===== src/rtl/wb_fec.sv =====
// FEC shim between two fabric streams: the encoder path rewrites the destination MAC of
// each frame, the decoder path passes through or sinks. A pipelined Wishbone slave holds config.

module wb_fec_path #(
   parameter bit g_pass = 1'b1
) (
   input  logic        clk_i,
   input  logic        rst_i,
   input  logic        rewrite_i,
   input  logic [47:0] mac_i,
   input  logic        sink_cyc_i,
   input  logic        sink_stb_i,
   input  logic        sink_we_i,
   input  logic [1:0]  sink_sel_i,
   input  logic [1:0]  sink_adr_i,
   input  logic [15:0] sink_dat_i,
   output logic        sink_stall_o,
   output logic        sink_ack_o,
   output logic        src_cyc_o,
   output logic        src_stb_o,
   output logic        src_we_o,
   output logic [1:0]  src_sel_o,
   output logic [1:0]  src_adr_o,
   output logic [15:0] src_dat_o,
   input  logic        src_stall_i,
   output logic        frame_done_o
);
   logic        cyc_prev_q, cyc_prev_d;
   logic        in_frame_q, in_frame_d;
   logic        rewrite_q, rewrite_d;
   logic [47:0] mac_q, mac_d;
   logic [1:0]  didx_q, didx_d;
   logic        ack_q, ack_d;
   logic        src_cyc_q, src_cyc_d;
   logic        src_stb_q, src_stb_d;
   logic        src_we_q, src_we_d;
   logic [1:0]  src_sel_q, src_sel_d;
   logic [1:0]  src_adr_q, src_adr_d;
   logic [15:0] src_dat_q, src_dat_d;

   logic        frame_start, frame_end, stall, accept, rewrite_eff;
   logic [47:0] mac_eff;
   logic [1:0]  didx_eff;
   logic [15:0] word_dat;

   always_comb begin
      frame_start = sink_cyc_i & ~cyc_prev_q;
      frame_end   = ~sink_cyc_i & cyc_prev_q;
      // The first word may arrive on the same cycle cyc rises, so use the fresh latch values then.
      rewrite_eff = frame_start ? rewrite_i : rewrite_q;
      mac_eff     = frame_start ? mac_i : mac_q;
      didx_eff    = frame_start ? 2'd0 : didx_q;
      stall       = g_pass ? (src_stb_q & src_stall_i) : 1'b0;
      accept      = sink_cyc_i & sink_stb_i & ~stall;

      cyc_prev_d  = sink_cyc_i;
      in_frame_d  = frame_start ? 1'b1 : (frame_end ? 1'b0 : in_frame_q);
      rewrite_d   = rewrite_eff;
      mac_d       = mac_eff;
      didx_d      = didx_eff;
      ack_d       = accept;
      word_dat    = sink_dat_i;

      if (accept && sink_adr_i == 2'd0) begin
         if (rewrite_eff) begin
            case (didx_eff)
               2'd0:    word_dat = mac_eff[47:32];
               2'd1:    word_dat = mac_eff[31:16];
               2'd2:    word_dat = mac_eff[15:0];
               default: word_dat = sink_dat_i;
            endcase
         end
         if (didx_eff != 2'd3) didx_d = didx_eff + 2'd1;
      end

      src_stb_d = src_stb_q & src_stall_i;
      src_we_d  = src_we_q;
      src_sel_d = src_sel_q;
      src_adr_d = src_adr_q;
      src_dat_d = src_dat_q;
      if (g_pass && accept) begin
         src_stb_d = 1'b1;
         src_we_d  = sink_we_i;
         src_sel_d = sink_sel_i;
         src_adr_d = sink_adr_i;
         src_dat_d = word_dat;
      end
      // Keep cyc asserted until the last buffered word has been taken downstream.
      src_cyc_d = g_pass & (sink_cyc_i | src_stb_d);
   end

   always_ff @(posedge clk_i) begin
      if (rst_i) begin
         // Assume a frame may already be running so a cyc still high after reset is not a start.
         cyc_prev_q <= 1'b1;
         in_frame_q <= 1'b0;
         rewrite_q  <= 1'b0;
         mac_q      <= 48'h0;
         didx_q     <= 2'd0;
         ack_q      <= 1'b0;
         src_cyc_q  <= 1'b0;
         src_stb_q  <= 1'b0;
         src_we_q   <= 1'b0;
         src_sel_q  <= 2'd0;
         src_adr_q  <= 2'd0;
         src_dat_q  <= 16'h0;
      end else begin
         cyc_prev_q <= cyc_prev_d;
         in_frame_q <= in_frame_d;
         rewrite_q  <= rewrite_d;
         mac_q      <= mac_d;
         didx_q     <= didx_d;
         ack_q      <= ack_d;
         src_cyc_q  <= src_cyc_d;
         src_stb_q  <= src_stb_d;
         src_we_q   <= src_we_d;
         src_sel_q  <= src_sel_d;
         src_adr_q  <= src_adr_d;
         src_dat_q  <= src_dat_d;
      end
   end

   assign sink_stall_o = stall;
   assign sink_ack_o   = ack_q;
   assign src_cyc_o    = src_cyc_q;
   assign src_stb_o    = src_stb_q;
   assign src_we_o     = src_we_q;
   assign src_sel_o    = src_sel_q;
   assign src_adr_o    = src_adr_q;
   assign src_dat_o    = src_dat_q;
   assign frame_done_o = frame_end & in_frame_q;
endmodule

module wb_fec #(
   parameter bit g_en_fec_enc  = 1'b1,
   parameter bit g_en_fec_dec  = 1'b1,
   parameter bit g_en_golay    = 1'b0,
   parameter bit g_en_dec_time = 1'b0
) (
   input  logic        clk_i,
   input  logic        rst_i,
   input  logic        fec_enc_sink_cyc,
   input  logic        fec_enc_sink_stb,
   input  logic        fec_enc_sink_we,
   input  logic [1:0]  fec_enc_sink_sel,
   input  logic [1:0]  fec_enc_sink_adr,
   input  logic [15:0] fec_enc_sink_dat,
   output logic        fec_enc_sink_stall,
   output logic        fec_enc_sink_ack,
   output logic        fec_enc_src_cyc,
   output logic        fec_enc_src_stb,
   output logic        fec_enc_src_we,
   output logic [1:0]  fec_enc_src_sel,
   output logic [1:0]  fec_enc_src_adr,
   output logic [15:0] fec_enc_src_dat,
   input  logic        fec_enc_src_stall,
   input  logic        fec_enc_src_ack,
   input  logic        fec_dec_sink_cyc,
   input  logic        fec_dec_sink_stb,
   input  logic        fec_dec_sink_we,
   input  logic [1:0]  fec_dec_sink_sel,
   input  logic [1:0]  fec_dec_sink_adr,
   input  logic [15:0] fec_dec_sink_dat,
   output logic        fec_dec_sink_stall,
   output logic        fec_dec_sink_ack,
   output logic        fec_dec_src_cyc,
   output logic        fec_dec_src_stb,
   output logic        fec_dec_src_we,
   output logic [1:0]  fec_dec_src_sel,
   output logic [1:0]  fec_dec_src_adr,
   output logic [15:0] fec_dec_src_dat,
   input  logic        fec_dec_src_stall,
   input  logic        fec_dec_src_ack,
   input  logic        wb_slave_cyc,
   input  logic        wb_slave_stb,
   input  logic        wb_slave_we,
   input  logic [3:0]  wb_slave_sel,
   input  logic [31:0] wb_slave_adr,
   input  logic [31:0] wb_slave_dat_i,
   output logic [31:0] wb_slave_dat_o,
   output logic        wb_slave_ack,
   output logic        wb_slave_stall
);
   // Golay coding and decode timestamping are reserved options with no hardware behind them.
   if (g_en_golay || g_en_dec_time) begin : g_reserved
   end

   logic        enc_en_q, enc_en_d;
   logic [15:0] dmac_hi_q, dmac_hi_d;
   logic [31:0] dmac_lo_q, dmac_lo_d;
   logic [31:0] enc_cnt_q, enc_cnt_d;
   logic [31:0] dec_cnt_q, dec_cnt_d;
   logic        wb_ack_q, wb_ack_d;
   logic [31:0] wb_dat_q, wb_dat_d;

   logic        wb_req, enc_done, dec_done;
   logic [31:0] rd_data;
   logic        unused_ok;

   assign unused_ok = ^{wb_slave_adr[31:5], wb_slave_adr[1:0], fec_enc_src_ack, fec_dec_src_ack};

   always_comb begin
      wb_req    = wb_slave_cyc & wb_slave_stb;
      enc_en_d  = enc_en_q;
      dmac_hi_d = dmac_hi_q;
      dmac_lo_d = dmac_lo_q;
      if (wb_req && wb_slave_we) begin
         case (wb_slave_adr[4:2])
            3'd0: if (wb_slave_sel[0]) enc_en_d = wb_slave_dat_i[0];
            3'd1: begin
               if (wb_slave_sel[0]) dmac_hi_d[7:0]  = wb_slave_dat_i[7:0];
               if (wb_slave_sel[1]) dmac_hi_d[15:8] = wb_slave_dat_i[15:8];
            end
            3'd2: begin
               for (int b = 0; b < 4; b++)
                  if (wb_slave_sel[b]) dmac_lo_d[8*b +: 8] = wb_slave_dat_i[8*b +: 8];
            end
            default: ;
         endcase
      end

      case (wb_slave_adr[4:2])
         3'd0:    rd_data = {31'h0, enc_en_q};
         3'd1:    rd_data = {16'h0, dmac_hi_q};
         3'd2:    rd_data = dmac_lo_q;
         3'd3:    rd_data = enc_cnt_q;
         3'd4:    rd_data = dec_cnt_q;
         default: rd_data = 32'h0;
      endcase
      wb_ack_d  = wb_req;
      wb_dat_d  = (wb_req && !wb_slave_we) ? rd_data : 32'h0;

      enc_cnt_d = enc_cnt_q + {31'h0, enc_done};
      dec_cnt_d = dec_cnt_q + {31'h0, dec_done};
   end

   always_ff @(posedge clk_i) begin
      if (rst_i) begin
         enc_en_q  <= g_en_fec_enc;
         dmac_hi_q <= 16'h1122;
         dmac_lo_q <= 32'h33445566;
         enc_cnt_q <= 32'h0;
         dec_cnt_q <= 32'h0;
         wb_ack_q  <= 1'b0;
         wb_dat_q  <= 32'h0;
      end else begin
         enc_en_q  <= enc_en_d;
         dmac_hi_q <= dmac_hi_d;
         dmac_lo_q <= dmac_lo_d;
         enc_cnt_q <= enc_cnt_d;
         dec_cnt_q <= dec_cnt_d;
         wb_ack_q  <= wb_ack_d;
         wb_dat_q  <= wb_dat_d;
      end
   end

   assign wb_slave_ack   = wb_ack_q;
   assign wb_slave_dat_o = wb_dat_q;
   assign wb_slave_stall = 1'b0;

   wb_fec_path #(.g_pass(1'b1)) u_enc (
      .clk_i        (clk_i),
      .rst_i        (rst_i),
      .rewrite_i    (enc_en_q & g_en_fec_enc),
      .mac_i        ({dmac_hi_q, dmac_lo_q}),
      .sink_cyc_i   (fec_enc_sink_cyc),
      .sink_stb_i   (fec_enc_sink_stb),
      .sink_we_i    (fec_enc_sink_we),
      .sink_sel_i   (fec_enc_sink_sel),
      .sink_adr_i   (fec_enc_sink_adr),
      .sink_dat_i   (fec_enc_sink_dat),
      .sink_stall_o (fec_enc_sink_stall),
      .sink_ack_o   (fec_enc_sink_ack),
      .src_cyc_o    (fec_enc_src_cyc),
      .src_stb_o    (fec_enc_src_stb),
      .src_we_o     (fec_enc_src_we),
      .src_sel_o    (fec_enc_src_sel),
      .src_adr_o    (fec_enc_src_adr),
      .src_dat_o    (fec_enc_src_dat),
      .src_stall_i  (fec_enc_src_stall),
      .frame_done_o (enc_done)
   );

   wb_fec_path #(.g_pass(g_en_fec_dec)) u_dec (
      .clk_i        (clk_i),
      .rst_i        (rst_i),
      .rewrite_i    (1'b0),
      .mac_i        (48'h0),
      .sink_cyc_i   (fec_dec_sink_cyc),
      .sink_stb_i   (fec_dec_sink_stb),
      .sink_we_i    (fec_dec_sink_we),
      .sink_sel_i   (fec_dec_sink_sel),
      .sink_adr_i   (fec_dec_sink_adr),
      .sink_dat_i   (fec_dec_sink_dat),
      .sink_stall_o (fec_dec_sink_stall),
      .sink_ack_o   (fec_dec_sink_ack),
      .src_cyc_o    (fec_dec_src_cyc),
      .src_stb_o    (fec_dec_src_stb),
      .src_we_o     (fec_dec_src_we),
      .src_sel_o    (fec_dec_src_sel),
      .src_adr_o    (fec_dec_src_adr),
      .src_dat_o    (fec_dec_src_dat),
      .src_stall_i  (fec_dec_src_stall),
      .frame_done_o (dec_done)
   );
endmodule


===== config.mk =====
export PLATFORM = sky130hd
export DESIGN_NAME = wb_fec
export DESIGN_NICKNAME = d
export VERILOG_FILES = /design/src/rtl/wb_fec.sv
export SDC_FILE = /design/constraint.sdc
export NUM_CORES = 1
export LEC_CHECK = 0
export ABC_AREA = 1
export CAP_MARGIN = 10
export CORE_ASPECT_RATIO = 1.1
export CORE_UTILIZATION = 50
export CTS_CLUSTER_SIZE = 30
export DETAILED_ROUTE_END_ITERATION = 10
export PLACE_DENSITY = 0.75
export SYNTH_ARGS = -nofsm -noshare
export SYNTH_HDL_FRONTEND = slang
export SYNTH_SLANG_ARGS = --single-unit

===== constraint.sdc =====
create_clock -name clk_i -period 2.8 [get_ports clk_i]
set_input_delay 0.56 -clock clk_i [delete_from_list [all_inputs] [get_ports clk_i]]
set_output_delay 0.56 -clock clk_i [all_outputs]
set_load 0.1 [all_outputs]

==> results of run 1 <==
-- kinds of logic (layout without fill, tap and decap cells) --
kind of cell,Yosys count,in the layout,share of synthesized area
adders and majority gates,9,9,0.00867
other,1,2,0.000289
AOI/OAI and AO/OA,303,303,0.125
xor gates and xnor gates,6,6,0.00405
DFF,300,300,0.463
and+or+nand+nor,1024,1024,0.321
buffers and inverters,246,427,0.0785
-- where the power goes --
group | switching (mW) | internal, mW | total (mW)
clock | 1.72 | 2.54 | 4.27
combinational | 0.694 | 0.289 | 0.983
sequential | 0.0369 | 4.34 | 4.38
total | 2.45 | 7.17 | 9.63
-- state kept, by name, summed over array words and instances (netlist names), 2 cells and up --
register and flops:
dec_cnt_q 32, u_enc.src_sel_o 2, dmac_hi_q 16, u_dec.mac_q 48, wb_slave_dat_o 32, u_dec.src_sel_o 2, dmac_lo_q 32, u_enc.src_dat_o 16
enc_cnt_q 32, u_dec.src_adr_o 2, u_dec.src_dat_o 16, u_enc.src_adr_o 2, u_dec.didx_q 2, u_enc.mac_q 48, u_enc.didx_q 2
-- cell type report --
type | instances | area share
sequential | 300 | 0.377
clock buffer | 42 | 0.0551
antenna | 1 | 0.000157
timing repair buffer | 204 | 0.116
multi-input combinational | 1343 | 0.374
tap | 346 | 0.0272
inverter | 167 | 0.0396
clock inverter | 14 | 0.0108
-- worst paths after layout --
kind | startpoint | endpoint | slack (ps) | cells after the start
max | fec_dec_sink_cyc | dec_cnt_q[16]$_SDFF_PP0_ | 620 | 14
min | rst_i | wb_slave_ack$_SDFF_PP0_ | 250 | 2
max reg2reg | u_enc.cyc_prev_q$_SDFF_PP1_ | u_enc.src_dat_o[12]$_SDFFE_PP0P_ | 820 | 10
min reg2reg | u_dec.mac_q[1]$_SDFF_PP0_ | u_dec.mac_q[1]$_SDFF_PP0_ | 440 | 2
-- per-stage QoR --
| step | hold slack (ps) | power [mW] |
|---|---|---|
| detailed placement | 428 | 5.45 |
| floorplan | 418 | 5.12 |
| global route | 256 | 9.91 |
| CTS | 237 | 9.68 |
| finish | 247 | 9.63 |
| global placement | 426 | 5.44 |
-- layer usage --
metal,global-route usage,vias up,share of wire
met5,0,-,0
met4,0.111,0,0.035
met3,0.0542,78,0.083
met2,0.479,477,0.46
met1,0.364,5667,0.42
li1,-,6323,-
-- Yosys cell counts (2+ instances only) --
cell | instances | area share
o21ai_1 | 3 | 0.0012
nand3b_1 | 8 | 0.0046
a31oi_1 | 7 | 0.0034
buf_2 | 27 | 0.010
nor2_1 | 319 | 0.092
nor3_1 | 4 | 0.0015
xor2_1 | 5 | 0.0034
o22ai_1 | 33 | 0.016
dfxtp_1 | 300 | 0.46
a21oi_1 | 144 | 0.056
nor2_2 | 7 | 0.0034
ha_1 | 9 | 0.0087
inv_1 | 154 | 0.045
buf_1 | 4 | 0.0012
buf_4 | 10 | 0.0058
nand3_1 | 101 | 0.039
nand2_1 | 554 | 0.16
a211oi_1 | 4 | 0.0023
o21ai_2 | 2 | 0.0013
buf_6 | 3 | 0.0026
clkbuf_1 | 35 | 0.010
o211ai_1 | 11 | 0.0064
a41oi_1 | 2 | 0.0013
o21ai_0 | 96 | 0.037
nor2_4 | 9 | 0.0078
inv_2 | 12 | 0.0035
nand2_2 | 9 | 0.0043
nand4_1 | 5 | 0.0024
nand3_2 | 5 | 0.0039
-- worst max-delay path, stage by stage --
cell	delay [ps]
clkdlybuf4s50_1	450
inv_1	110
ha_1	150
nand2_1	50
inv_1	60
ha_1	190
ha_1	210
nand2_1	100
nor2_1	190
nand2_1	130
inv_1	110
nand3_1	100
xor2_1	140
nor2_1	50
==> flow_summary.yaml, run 1 <==
logic_synthesis:
  synth-seq-cells: 300
  synth_fp_nets: 2021
  synthCells: 1889
  async_reset_ff_frac: 0
  syn_area_sq_um: 13000
  synth.avg_cell_area_sq_um: 6.87
  synth_edf_count: 0
  synth.distinct_cells: 36
  ys_seq_area_frac: 0.463
  ys.flop_type: "dfxtp_1"
  yosys_warnings: 0
clock_network:
  clock_latency_ps: 560
  clockBufferDepth: 3
  numCtsBuffers: 30
  post-cts-setup-buffer-count: 0
  ctsRootBufferMaster: "clkbuf_16"
  htree_num_levels: 1
  cts_sinks: 300
  hold_buffers: 0
  clk_pin_slew_worst_paths_ps: 60
  cts_resized: 0
  cts_tree: "yes"
timing:
  setup_tns_ps: 0
  hold_viol: 0
  rsz0062_at_grt: "no"
  setup_viol: 0
  clock_skew_ps: 15.3
  max_freq_mhz: 460
  tightest_slew_ps: 779
  finalCriticalPeriod_ps: 2180
  drv_slew: 0
  slew_headroom: 0.480
  fin_ws_ps: 625
  finalCritPeriodShare: 0.777
finish:
  fin_area_sq_um: 15900
  area_growth_pct: 22.6
  final_cell_mix: "554 x nand2_1, 319 x nor2_1, 300 x dfxtp_1"
  final_common_cell: "nand2_1"
  final_cells: 2417
  nNetsFinal: 2178
  multi_input_area_sq_um: 5960
  register_area_sq_um: 6010
  drive_gt1_frac: 0.102
  finish.utilization: 0.627
  fillers: 2346
pwr:
  peakVddDrop_v: 0.000463
  leakage_nw: 6.39
  power.density_nw_per_um2: 605
global_route:
  grt_start_max_net_pins: 136
  antenna_found_initial: 1
  grt_pass1_wl_mm: 60.2
  grt_pass1_vias: 11800
  grtUsageTotal: 0.286
  grt-ovfl-total: 0
routing:
  drc: 0
  routed_via_density: 5.19
  dr.pass1.iters: 5
  routed_wirelength_mm: 38.2
  detail-route-antenna-nets: 0
  drt_iter0_markers: 992
  wire_per_inst_um: 15.8
  vias: 12500
placement:
  routabilityCongestion: 0.928
  post-place-ws_ps: 51.5
  port_buffers: 174
  dpl_cell_area_sq_um: 14900
  dp_cells: 2360
  hpwl_mm: 27.8
status:
  status: "complete, no violations"
hold_path:
  hold_path_class: "input port to flip-flop"
die:
  fp.coreArea_sq_um: 25400
  start_util: 0.511
  rows: 61
  die_height_um: 171
  pin_count: 207
  fp.dieW_um: 156
  dieArea_sq_um: 26600
flow_run:
  maxCapViolCount: 0
worst_setup_path:
  arrival_ps: 2600
  worst_setup_path_end_kind: "flip-flop"
  required_ps: 3220
  critPathKind: "input port to flip-flop"
  start_kind: "input port"
  crit_fanout: 3
No activity file was read; power rests on OpenSTA's default activity.
==> run 2: changes to the inputs <==
--- a/config.mk
+++ b/config.mk
@@ -8,10 +8,10 @@
 export ABC_AREA = 1
 export CAP_MARGIN = 10
 export CORE_ASPECT_RATIO = 1.1
-export CORE_UTILIZATION = 50
+export CORE_UTILIZATION = 49
 export CTS_CLUSTER_SIZE = 30
 export DETAILED_ROUTE_END_ITERATION = 10
-export PLACE_DENSITY = 0.75
+export PLACE_DENSITY = 0.77
 export SYNTH_ARGS = -nofsm -noshare
 export SYNTH_HDL_FRONTEND = slang
 export SYNTH_SLANG_ARGS = --single-unit
==> constraint.sdc (replaced) <==
create_clock -name clk_i -period 1.9 [get_ports clk_i]
set_input_delay 0.38 -clock clk_i [delete_from_list [all_inputs] [get_ports clk_i]]
set_output_delay 0.38 -clock clk_i [all_outputs]
set_load 0.1 [all_outputs]
==> run 2 against run 1 <==
Die area rose by 2.0%. Clock power rose by 46%. Register-to-register slack got worse by 690 ps. Core utilization rose by 2.9 points. Power rose by 48%. Critical path depth fell by 3. Final area rose by 7.3%. Clock skew barely moved. Worst setup slack got worse by 490 ps. Sequential power rose by 47%. Non-clock buffer count rose by 121. Global-route usage fell by 0.53 points. Critical path type is now flip-flop to flip-flop. Largest cell class is now multi-input combinational cells. Largest power group unchanged.
==> flow_summary.yaml, run 2 (synthesis gave the netlist of run 1 again) <==
die:
  die_height_um: 173
  fp.dieW_um: 157
  start_util: 0.498
  dieArea_sq_um: 27200
  rows: 62
  fp.coreArea_sq_um: 26100
  pin_count: 207
hold_path:
  hold_path_class: "input port to flip-flop"
worst_setup_path:
  critPathKind: "flip-flop to flip-flop"
  cp_top_family: "simple AND/OR/NAND/NOR gates"
  arrival_ps: 2240
  crit_buf_inv: 3
  required_ps: 2370
  crit_top_cell: "nand2_1"
  crit_chain: "inv_1 -> ha_4 -> nor2_1 -> nand3_1 -> nand2_1 -> nor2_4 -> buf_12 -> nand2_1 -> nand3_1 -> nand2_1 -> inv_1"
  critPathSlowestCell: "dfxtp_2"
  cpPeakStageDelay_ps: 320
  crit_fanout: 16
  worst_setup_path_end_kind: "flip-flop"
  start_kind: "flip-flop"
routing:
  routed_via_density: 5.18
  detail-route-antenna-nets: 0
  drc: 0
  vias: 13200
  routed_wirelength_mm: 38.5
  drt_iter0_markers: 1045
  wire_per_inst_um: 15.2
  dr.pass1.iters: 5
pwr:
  combPwrFrac: 0.109
  peakVddDrop_v: 0.000717
  switching_share: 0.258
  power.density_nw_per_um2: 834
  leakage_nw: 7.04
  intPower_mw: 10.6
  p_seq_frac: 0.453
  p_switching_mw: 3.67
  clockPowerShare: 0.439
clock_network:
  clockBufferDepth: 3
  cts_tree: "yes"
  hold_buffers: 0
  clk_pin_slew_worst_paths_ps: 70
  cts_sinks: 300
  htree_num_levels: 1
  clock_latency_ps: 570
  numCtsBuffers: 31
  ctsRootBufferMaster: "clkbuf_16"
timing:
  clock_skew_ps: 15.6
  drv_slew: 0
  hold_viol: 0
  rsz0062_at_grt: "yes"
  finalCritPeriodShare: 0.932
  slew_headroom: 0.507
  tightest_slew_ps: 739
  setup_viol: 0
  hold_ws_ps: 78.5
  max_freq_mhz: 565
  finalCriticalPeriod_ps: 1770
  fin_ws_ps: 130
placement:
  port_buffers: 174
  dp_cells: 2480
  routabilityCongestion: 0.929
  post-place-ws_ps: -577
  hpwl_mm: 28.1
finish:
  drive_gt1_frac: 0.162
  top_regs: "u_dec.mac_q (48), u_enc.mac_q (48)"
  final_cells: 2542
  nNetsFinal: 2300
  finish.utilization: 0.655
  final_common_cell: "nand2_1"
  area_growth_pct: 31.6
  final_cell_mix: "551 x nand2_1, 314 x nor2_1, 296 x dfxtp_1"
  antenna_cells: 0
global_route:
  grt-ovfl-total: 0
  grt_start_max_net_pins: 104
  grt_pass1_wl_mm: 61.1
  antenna_found_initial: 1
  grtUsageTotal: 0.281
  grt_pass1_vias: 12200
status:
  status: "complete, no violations"
flow_run:
  maxCapViolCount: 0
[run 2: cell types whose count changed in the layout (fill, tap and decap cells not counted), sizes merged]
cell / delta
buf: +121
bufinv: -1
clkbuf: -2
clkdlybuf4s50: -2
clkinv: -2
clkinvlp: +1
diode: -1
dlymetal6s2s: +2
inv: +3
[run 2: cell type report]
class,count,area [sq um]
fillers,2300,8980
multi-input cells,1343,6060
flip-flops and latches,300,6010
repair buffers,325,2890
clock buffers,40,881
inverters,167,633
well taps,352,440
clock inverters,15,170
[run 2: through the flow]
| step | setup TNS (ps) | cell area (sq um) | total power, mW |
|---|---|---|---|
| final | 0 | 17100 | 14.2 |
| after global routing | -163 | 17100 | 14.7 |
| after global placement | -38870 | 15900 | 8.10 |
| after detailed placement | -41690 | 15900 | 8.12 |
| after floorplan | 0 | 13000 | 7.54 |
| after CTS | 0 | 16900 | 14.3 |
[run 2: path summary, 6_finish.rpt]
check	start	to	slack, ps	depth (start not counted)
hold / removal	rst_i	u_enc.mac_q[22]$_SDFF_PP0_	80	2
setup reg to reg	u_enc.cyc_prev_q$_SDFF_PP1_	u_enc.src_dat_o[14]$_SDFFE_PP0P_	130	11
setup / recovery	u_enc.cyc_prev_q$_SDFF_PP1_	u_enc.src_dat_o[14]$_SDFFE_PP0P_	130	11
hold reg to reg	u_dec.mac_q[20]$_SDFF_PP0_	u_dec.mac_q[20]$_SDFF_PP0_	440	2
[run 2: power by group through the flow]
stage	clock, mW	sequential, mW	combinational, mW
2_1_floorplan	0	7.09	0.458
3_3_place_gp	0	6.59	1.52
3_5_place_dp	0	6.59	1.53
4_1_cts	6.31	6.45	1.54
5_1_grt	6.58	6.46	1.64
6_report	6.25	6.45	1.55
[run 2: layer usage]
layer	global-route usage	part of all wire	up-vias
met1	0.363	0.43	6096
met3	0.0431	0.066	78
li1	-	-	6552
met2	0.472	0.47	436
met4	0.0987	0.035	2
met5	0	0.00034	-
[run 2: repair_timing]
action | in CTS | in global routing
hold endpoints to repair | 0 | 0
buffers inserted | 0 | 7
gates resized for setup | 0 | 31
setup endpoints to repair | 0 | 54
==> run 3: changes to the inputs <==
==> config.mk (replaced) <==
export PLATFORM = sky130hd
export DESIGN_NAME = wb_fec
export DESIGN_NICKNAME = d
export VERILOG_FILES = /design/src/rtl/wb_fec.sv
export SDC_FILE = /design/constraint.sdc
export NUM_CORES = 1
export LEC_CHECK = 0
export ABC_AREA = 0
export CORE_ASPECT_RATIO = 1.1
export CORE_UTILIZATION = 48
export CTS_CLUSTER_SIZE = 30
export DETAILED_ROUTE_END_ITERATION = 10
export PLACE_DENSITY = 0.76
export SETUP_SLACK_MARGIN = 0.2
export SYNTH_ARGS = -nofsm -noshare
export SYNTH_HDL_FRONTEND = slang
export SYNTH_SLANG_ARGS = --single-unit
==> run 3 against run 2 <==
The run now ends with negative setup slack left. Worst hold slack better by 270 ps. Routed wire length down 8.9%. Area after synthesis down 5.5%. Flip-flop and latch count unchanged. Die area down 3.5%. Non-clock buffer count down 2. Sequential share of layout area down 0.13 points. Maximum frequency down 11%. Critical endpoint is now enc_cnt_q[25]$_SDFF_PP0_. Largest cell class unchanged. Highest routed layer is now met4.
==> flow_summary.yaml, run 3 <==
logic_synthesis:
  synth.distinct_cells: 63
  synth.avg_cell_area_sq_um: 9.34
  synth_edf_count: 0
  syn_area_sq_um: 12300
  netlist_top_cells_area: "dfxtp_1 49%, mux2i_1 9.8%, nor2_1 5.1%"
  synth_fp_nets: 1446
  synth_top_area_frac: 0.489
  yosys_warnings: 0
  synthTopCellsByCount: "300 x dfxtp_1, 166 x nor2_1, 128 x nand2_1"
  synth.most_common_cell: "dfxtp_1"
  ys.flop_type: "dfxtp_1"
  synth-seq-cells: 300
  async_reset_ff_frac: 0
  ys_seq_area_frac: 0.489
  synthCells: 1314
  synth_top_cell_by_area: "dfxtp_1"
finish:
  final_common_cell: "dfxtp_1"
  final_cells: 1923
  area_growth_pct: 39.9
  top_regs: "u_dec.mac_q (48), u_enc.mac_q (48)"
  fin_area_sq_um: 17200
  nNetsFinal: 1717
  register_area_sq_um: 6020
  final_cell_mix: "295 x dfxtp_1, 173 x buf_4, 160 x nor2_1"
  drive_gt1_frac: 0.258
  fillers: 1869
  multi_input_area_sq_um: 6580
  antenna_cells: 0
routing:
  drc: 0
  routed_via_density: 5.58
  wire_per_inst_um: 18.3
  routed_wirelength_mm: 35.1
  vias: 10700
  dr.pass1.iters: 6
  drt_iter0_markers: 875
  detail-route-antenna-nets: 0
timing:
  setup_tns_ps: -736
  setup_viol: 20
  rsz0062_at_grt: "yes"
  fin_ws_ps: -90.8
  max_freq_mhz: 502
  clock_skew_ps: 19.1
  tightest_slew_ps: 697
  finalCriticalPeriod_ps: 1990
  finalCritPeriodShare: 1.05
  slew_headroom: 0.534
  hold_viol: 0
  drv_slew: 0
  hold_ws_ps: 350
worst_setup_path:
  crit_fanout: 4
  arrival_ps: 2420
  r2r_end: "enc_cnt_q[25]$_SDFF_PP0_"
  start_kind: "flip-flop"
  worst_setup_path_end_kind: "flip-flop"
  cpPeakStageDelay_ps: 360
  critPathSlowestCell: "dfxtp_4"
  ff2ff_setup_slack_ps: -90
  critPathKind: "flip-flop to flip-flop"
  crit_path_end: "enc_cnt_q[25]$_SDFF_PP0_"
  crit_chain: "ha_4 -> and2_4 -> ha_4 -> buf_6 -> and4_4 -> nand4_4 -> buf_4 -> nor3_2 -> xnor2_1 -> nor2_1"
  r2r_cells: 10
  r2r-start: "u_enc.cyc_prev_q$_SDFF_PP1_"
  crit_top_cell: "ha_4"
  startpoint: "u_enc.cyc_prev_q$_SDFF_PP1_"
  required_ps: 2330
clock_network:
  clk_pin_slew_worst_paths_ps: 70
  clockBufferDepth: 3
  cts_tree: "yes"
  htree_num_levels: 1
  ctsRootBufferMaster: "clkbuf_16"
  cts_sinks: 300
  numCtsBuffers: 29
  clock_latency_ps: 550
pwr:
  leakage_nw: 6.76
  peakVddDrop_v: 0.000854
  power.density_nw_per_um2: 798
status:
  status: "complete, but fails checks"
  violations: "negative setup slack"
placement:
  dpl_cell_area_sq_um: 15200
  port_buffers: 174
  routabilityCongestion: 0.864
  post-place-ws_ps: -880
  dp_cells: 1829
  hpwl_mm: 23.4
die:
  start_util: 0.487
  rows: 61
  fp.coreArea_sq_um: 25200
  die_height_um: 170
  dieArea_sq_um: 26200
  pin_count: 207
  fp.dieW_um: 154
hold_path:
  hold_path_depth: 3
  hold_path_class: "input port to flip-flop"
global_route:
  grt_start_max_net_pins: 117
  grtUsageTotal: 0.259
  grt-ovfl-total: 0
  grt_pass1_vias: 10400
  grt_pass1_wl_mm: 54.6
  antenna_found_initial: 0
flow_run:
  maxCapViolCount: 0
[run 3: worst min path at each step]
stage                          startpoint                    endpoint  slack (ps)
2_1_floorplan  u_dec.mac_q[32]$_SDFF_PP0_  u_dec.mac_q[32]$_SDFF_PP0_         430
3_3_place_gp   u_dec.mac_q[45]$_SDFF_PP0_  u_dec.mac_q[45]$_SDFF_PP0_         440
6_report                            rst_i   u_enc.mac_q[2]$_SDFF_PP0_         350
5_1_grt                             rst_i   dmac_hi_q[2]$_SDFFE_PP0P_         360
3_5_place_dp   u_dec.mac_q[43]$_SDFF_PP0_  u_dec.mac_q[43]$_SDFF_PP0_         440
4_1_cts                             rst_i  u_enc.mac_q[39]$_SDFF_PP0_         340
[run 3: where the power goes]
group          total [mW]  switching, mW  internal, mW
logic                1.40          0.865         0.535
registers            6.43         0.0545          6.37
clock network        5.88           2.46          3.42
[run 3: cells by family after synthesis]
group | after synthesis | synth area share
AOI/OAI and AO/OA | 216 | 0.114
xor gates and xnor gates | 56 | 0.0400
adders and majority gates | 9 | 0.00918
buffers and inverters | 98 | 0.0366
DFF | 300 | 0.489
muxes | 129 | 0.106
other | 1 | 0.000306
and+or+nand+nor | 505 | 0.205
[run 3: per-layer routing]
layer,part of all wire,GRT usage
met5,0,0
met4,0.030,0.0999
met3,0.075,0.0529
met2,0.47,0.426
met1,0.42,0.334
[run 3: stage by stage]
| stage | power, mW | util |
|---|---|---|
| after floorplan | 7.36 | - |
| after global placement | 7.86 | 0.602 |
| after detailed placement | 7.88 | 0.602 |
| after CTS | 13.7 | 0.664 |
| after global routing | 14.1 | 0.681 |
| final | 13.7 | 0.681 |
[run 3: area by class of cell]
class	count	area share
Timing Repair Buffer	323	0.181
Clock inverter	14	0.00904
Multi-Input combinational cell	916	0.383
Inverter	15	0.00518
Sequential cell	300	0.351
Tap cell	315	0.0230
Clock buffer	40	0.0476
[run 3: worst max-delay path, delay by kind of cell, from the launching register on]
kind | cells | cell delay (ps)
flip-flops | 1 | 360
AND/OR/NAND/NOR | 5 | 800
adder cells (fa/ha/maj) | 2 | 260
buffers and inverters | 2 | 290
XOR/XNOR | 1 | 160
[run 3: timing repair]
action	4_1_cts	5_1_grt
setup endpoints to repair	87	87
hold buffers	0	0
resized for setup	99	46
buffers inserted	15	23
cloned	2	0
pin swaps	54	41
